File: config.mk
export PLATFORM = sky130hd
export DESIGN_NAME = zbb_opstage
export DESIGN_NICKNAME = d
export VERILOG_FILES = /design/src/rtl/zbb_pkg.sv /design/src/rtl/zbb_opcalc.sv /design/src/rtl/zbb_opstage.sv
export SDC_FILE = /design/constraint.sdc
export NUM_CORES = 1
export LEC_CHECK = 0
export BUFFER_PORTS_ARGS = -buffer_cell sky130_fd_sc_hd__buf_2
export CELL_PAD_IN_SITES_DETAIL_PLACEMENT = 1
export CELL_PAD_IN_SITES_GLOBAL_PLACEMENT = 2
export CORE_MARGIN = 5
export CORE_UTILIZATION = 33
export DETAILED_ROUTE_END_ITERATION = 10
export HOLD_SLACK_MARGIN = 0.12
export PLACE_DENSITY_LB_ADDON = 0.08
export SETUP_SLACK_MARGIN = 0.2
export SYNTH_ARGS = -nofsm -noshare
export SYNTH_HDL_FRONTEND = slang
export SYNTH_SLANG_ARGS = --single-unit
File: constraint.sdc
create_clock -name clk -period 2.5 [get_ports clk]
set_clock_uncertainty 0.15 [all_clocks]
set_input_delay 0.375 -clock clk [delete_from_list [all_inputs] [get_ports clk]]
set_output_delay 0.375 -clock clk [all_outputs]
set_load 0.01 [all_outputs]
File: src/rtl/zbb_pkg.sv
// Shared types for the Zbb operand-preparation stage.
package zbb_pkg;

    // Widest supported XLEN; narrower builds zero-extend into these fields.
    localparam int unsigned XLEN_MAX = 64;
    localparam int unsigned ZBBSEL_W = 3;

    // One prepared operand bundle, used for both the main and skid entries.
    typedef struct packed {
        logic [XLEN_MAX-1:0] a;
        logic [XLEN_MAX-1:0] rev_a;
        logic [XLEN_MAX-1:0] b;
        logic                w64;
        logic                lt;
        logic                ltu;
        logic                b_unsigned;
        logic [ZBBSEL_W-1:0] zbb_select;
    } zbb_opbundle_t;

    // Encoding is {main_valid, skid_valid}; 2'b01 is unreachable.
    typedef enum logic [1:0] {
        StEmpty = 2'b00,
        StOne   = 2'b10,
        StFull  = 2'b11
    } zbb_state_e;

endpackage

File: src/rtl/zbb_opcalc.sv
// Input-side precompute: bit-reversed A plus signed/unsigned full-width A < B.
module zbb_opcalc #(
    parameter int unsigned WIDTH = 32
) (
    input  logic [WIDTH-1:0] a_i,
    input  logic [WIDTH-1:0] b_i,
    output logic [WIDTH-1:0] rev_a_o,
    output logic             lt_o,
    output logic             ltu_o
);

    // Reverse A and compare at full width; *W variants never use these flags.
    always_comb begin
        rev_a_o = '0;
        for (int i = 0; i < int'(WIDTH); i++) begin
            rev_a_o[i] = a_i[int'(WIDTH) - 1 - i];
        end
        lt_o  = $signed(a_i) < $signed(b_i);
        ltu_o = a_i < b_i;
    end

endmodule

File: src/rtl/zbb_opstage.sv
// Registered operand stage ahead of the Zbb unit, with a 2-entry skid buffer so
// that InReady comes straight from a flop while still sustaining 1 txn/cycle.
module zbb_opstage
    import zbb_pkg::*;
#(
    parameter int unsigned WIDTH = 32
) (
    input  logic                clk,
    input  logic                reset_n,
    input  logic                InValid,
    output logic                InReady,
    input  logic [WIDTH-1:0]    InA,
    input  logic [WIDTH-1:0]    InB,
    input  logic                InW64,
    input  logic                InBUnsigned,
    input  logic [ZBBSEL_W-1:0] InZBBSelect,
    input  logic                Flush,
    output logic                OutValid,
    input  logic                OutReady,
    output logic [WIDTH-1:0]    A,
    output logic [WIDTH-1:0]    RevA,
    output logic [WIDTH-1:0]    B,
    output logic                W64,
    output logic                LT,
    output logic                LTU,
    output logic                BUnsigned,
    output logic [ZBBSEL_W-1:0] ZBBSelect
);

    zbb_state_e    state_q, state_d;
    zbb_opbundle_t main_q, main_d;
    zbb_opbundle_t skid_q, skid_d;
    zbb_opbundle_t in_bundle;

    logic [WIDTH-1:0] calc_rev_a;
    logic             calc_lt;
    logic             calc_ltu;
    logic             in_fire;
    logic             out_fire;

    zbb_opcalc #(
        .WIDTH (WIDTH)
    ) u_opcalc (
        .a_i     (InA),
        .b_i     (InB),
        .rev_a_o (calc_rev_a),
        .lt_o    (calc_lt),
        .ltu_o   (calc_ltu)
    );

    assign OutValid = state_q[1];
    assign InReady  = ~state_q[0];
    assign in_fire  = InValid & InReady;
    assign out_fire = OutValid & OutReady;

    // Pack the incoming operands and precomputed flags into a bundle.
    always_comb begin
        in_bundle                  = '0;
        in_bundle.a[WIDTH-1:0]     = InA;
        in_bundle.rev_a[WIDTH-1:0] = calc_rev_a;
        in_bundle.b[WIDTH-1:0]     = InB;
        in_bundle.w64              = InW64;
        in_bundle.lt               = calc_lt;
        in_bundle.ltu              = calc_ltu;
        in_bundle.b_unsigned       = InBUnsigned;
        in_bundle.zbb_select       = InZBBSelect;
    end

    // Next-state and entry loads; Flush overrides everything and drops InFire.
    always_comb begin
        state_d = state_q;
        main_d  = main_q;
        skid_d  = skid_q;
        if (Flush) begin
            state_d = StEmpty;
        end else begin
            unique case (state_q)
                StEmpty: begin
                    if (in_fire) begin
                        main_d  = in_bundle;
                        state_d = StOne;
                    end
                end
                StOne: begin
                    if (in_fire && out_fire) begin
                        main_d = in_bundle;
                    end else if (in_fire) begin
                        skid_d  = in_bundle;
                        state_d = StFull;
                    end else if (out_fire) begin
                        state_d = StEmpty;
                    end
                end
                StFull: begin
                    // InReady is low here, so only a drain can happen.
                    if (out_fire) begin
                        main_d  = skid_q;
                        state_d = StOne;
                    end
                end
                default: state_d = StEmpty;
            endcase
        end
    end

    // State register.
    always_ff @(posedge clk or negedge reset_n) begin
        if (!reset_n) begin
            state_q <= StEmpty;
        end else begin
            state_q <= state_d;
        end
    end

    // Main and skid data registers.
    always_ff @(posedge clk or negedge reset_n) begin
        if (!reset_n) begin
            main_q <= '0;
            skid_q <= '0;
        end else begin
            main_q <= main_d;
            skid_q <= skid_d;
        end
    end

    assign A         = main_q.a[WIDTH-1:0];
    assign RevA      = main_q.rev_a[WIDTH-1:0];
    assign B         = main_q.b[WIDTH-1:0];
    assign W64       = main_q.w64;
    assign LT        = main_q.lt;
    assign LTU       = main_q.ltu;
    assign BUnsigned = main_q.b_unsigned;
    assign ZBBSelect = main_q.zbb_select;

    // Upper bits above WIDTH are always zero when WIDTH < XLEN_MAX.
    logic unused_hi;
    assign unused_hi = ^{main_q.a, main_q.rev_a, main_q.b};

endmodule
==> results.toml <==
[global_route]
grt_pass1_wl_um = 31900
grt_use_total_pct = 16.4
gr-total-overflow = 0
antenna_found_initial = 1
grt_pass1_vias = 6239
grt_max_degree = 73

[die]
ios = 179
die_y_um = 155
die-area_um2 = 24100
dieWidth_um = 155
core_um2 = 20900
rows = 53
start_util_pct = 33.4

[clocking]
cts_tree = "done"
cts.clk_slew.worst_paths_ns = 0.06
cts-root-buf = "clkbuf_16"
clk_latency_ns = 0.42
cts.htree.levels = 4
ctsLongestPathBuffers = 2
cts_sinks = 144
numCtsBuffers = 17

[placement]
dp_hpwl_um = 13000
pre_cts_slack_ns = -0.122
gp_congestion = 0.774
port_buffers = 178

[synthesis]
synthesis.instances = 660
yosys_warnings = 0
syn_area_per_cell_um2 = 10.6
ys_seq_area_share_pct = 51.7
synth.distinct_cells = 30
netlist_area_um2 = 6980
ys_async_sr_fraction_pct = 100
syn-num-nets = 769
synth-edff-count = 0
synth_ff_type = "dfrtp_1"
synth_seq_cells = 144

[sta]
fin_crit_sh_pct = 87.5
rsz0062_at_grt = "false"
hold_viol = 0
worst_pin_slew_ns = 0.556
finalSetupViolCount = 0
max-slew-margin-rel_pct = 62.9
fin_setup_tns_ns = 0
setup_slack_ns = 0.312
period_needed_ns = 2.19
fmax_mhz = 457
drv_slew = 0

[critical_path]
critPathRequiredTime_ns = 2.65
critical_path_class = "in2reg"
worst-path-max-fanout = 2
crit_arrival_ns = 2.34
reg2reg_setup_slack_ns = 0.33
cp-end-kind = "flip-flop"
start_kind = "primary input"

[cells_and_area]
fin_nets = 1004
syn_to_final_growth_pct = 36.8
nFillCells = 2333
drive_gt1_share_pct = 32.4
n_antenna_cell = 0

[routing]
wirelength_um = 19700
routed_via_density = 4.73
drc = 0
num_vias = 5591
avgRoutedWirePerCell_um = 16.6
first_pass_iters = 4
ant_nets = 0
first_iter_violations = 135

[job]
maxCapViolations = 0

[pwr]
power.leakage_nw = 4.56
vdd.ir_drop.worst_mv = 0.471
power.density_nw_per_um2 = 1050

[status]
outcome = "complete, no violations"

[hold_path]
hp-class = "in2reg"
worst max-delay path, stage by stage:
cell and delay (ns):
buf_2 0.10, inv_2 0.05, ha_4 0.25, a211o_2 0.11, a31oi_1 0.04, o311a_1 0.40, o41ai_2 0.28, a31oi_1 0.17
mux2_4 0.29, mux2_4 0.26
Yosys cell counts, types with 4 or more instances:
library cell  number  area [um^2]
mux2i_1           70          701
buf_4             32          240
mux2_2            41          462
dfrtp_1          144         3600
clkbuf_1          30          113
nand3_1            5         25.0
ha_1              35          438
a21oi_1           19         95.1
nand2_1          111          417
nor2_1             7         26.3
o21ai_0          106          531
nand4_1            4         25.0
inv_1             34          128
path summary, 6_finish.rpt:
check                                        from                      to  cells after the start
max                                        InB[2]         LTU$_DFFE_PN0P_                     10
min                                       InB[13]       B[13]$_DFFE_PN0P_                      3
max reg2reg                state_q[0]$_DFFE_PN0P_  skid_q[75]$_DFFE_PN0P_                      6
min reg2reg                      B[2]$_DFFE_PN0P_        B[2]$_DFFE_PN0P_                      2
max in group asynchronous                 reset_n        A[4]$_DFFE_PN0P_                      3
min in group asynchronous                 reset_n       A[18]$_DFFE_PN0P_                      2
flip-flops by register name, indices dropped and copies added (netlist names):
register,flops
A,31
B,32
BUnsigned,1
LT,1
LTU,1
RevA,1
W64,1
ZBBSelect,3
skid_q,71
state_q,2
cells by family after synthesis:
group	after synthesis	synth area share (%)
buf+inv	101	7.30
simple gates	131	7.46
flops	144	51.7
compound gates	136	10.4
mux	111	16.7
xor+xnor	2	0.251
fa+ha+maj	35	6.28
layer usage:
layer | global-route usage [%] | wire (um)
met2 | 29.4 | 10100
met1 | 19.6 | 8440
met5 | 0 | 7
met3 | 3.95 | 924
met4 | 4.54 | 223
power breakdown:
part	total [mW]	switching [mW]	leakage, nW	internal [mW]
registers	4.15	0.676	1.78	3.47
clock network	2.51	1.03	0.263	1.47
logic	3.41	1.86	2.53	1.55
through the flow:
stage | instance area (um^2) | cells | power (mW) | hold slack, ns | util [%]
CTS | 9460 | 1177 | 10.1 | 0.120 | 45.3
finish | 9540 | 1183 | 10.1 | 0.131 | 45.7
global route | 9540 | 1183 | 10.8 | 0.132 | 45.7
detailed placement | 8130 | 1069 | 7.47 | 0.178 | 38.9
floorplan | 7010 | 660 | 6.22 | -0.0706 | -
global placement | 8130 | 1069 | 7.31 | 0.183 | 38.9
area by class of cell:
class	count	area, um^2	share of cell area (%)
sequential	144	3600	37.8
multi-input combinational	417	2970	31.1
timing repair buffer	281	1920	20.2
clock buffer	20	437	4.58
tap	275	344	3.61
clock inverter	12	138	1.44
inverter	34	128	1.34
cells in the final DEF (no fill, tap or decap), drive strengths merged, types with 2 or more instances in the layout:
cell / synthesis / routed
nand3: 5 / 7
inv: 34 / 35
nor2: 7 / 7
clkinv: 0 / 4
a211o: 2 / 2
a21o: 2 / 2
mux2i: 70 / 70
a21oi: 19 / 19
o21ai: 106 / 106
mux2: 41 / 41
dlygate4sd3: 0 / 75
buf: 37 / 206
nand2: 111 / 111
nand4: 4 / 4
clkbuf: 30 / 20
clkinvlp: 0 / 5
a31oi: 2 / 2
dfrtp: 144 / 144
ha: 35 / 35
bufinv: 0 / 2
repair_timing:
action,in CTS,in global routing
setup endpoints to repair,33,102
buffers inserted,1,4
endpoints found under the hold margin,120,0
cloned,0,2
gates resized for setup,0,10
hold buffers,75,0
pin swaps,1,2
No activity file was read; power rests on OpenSTA's default activity.
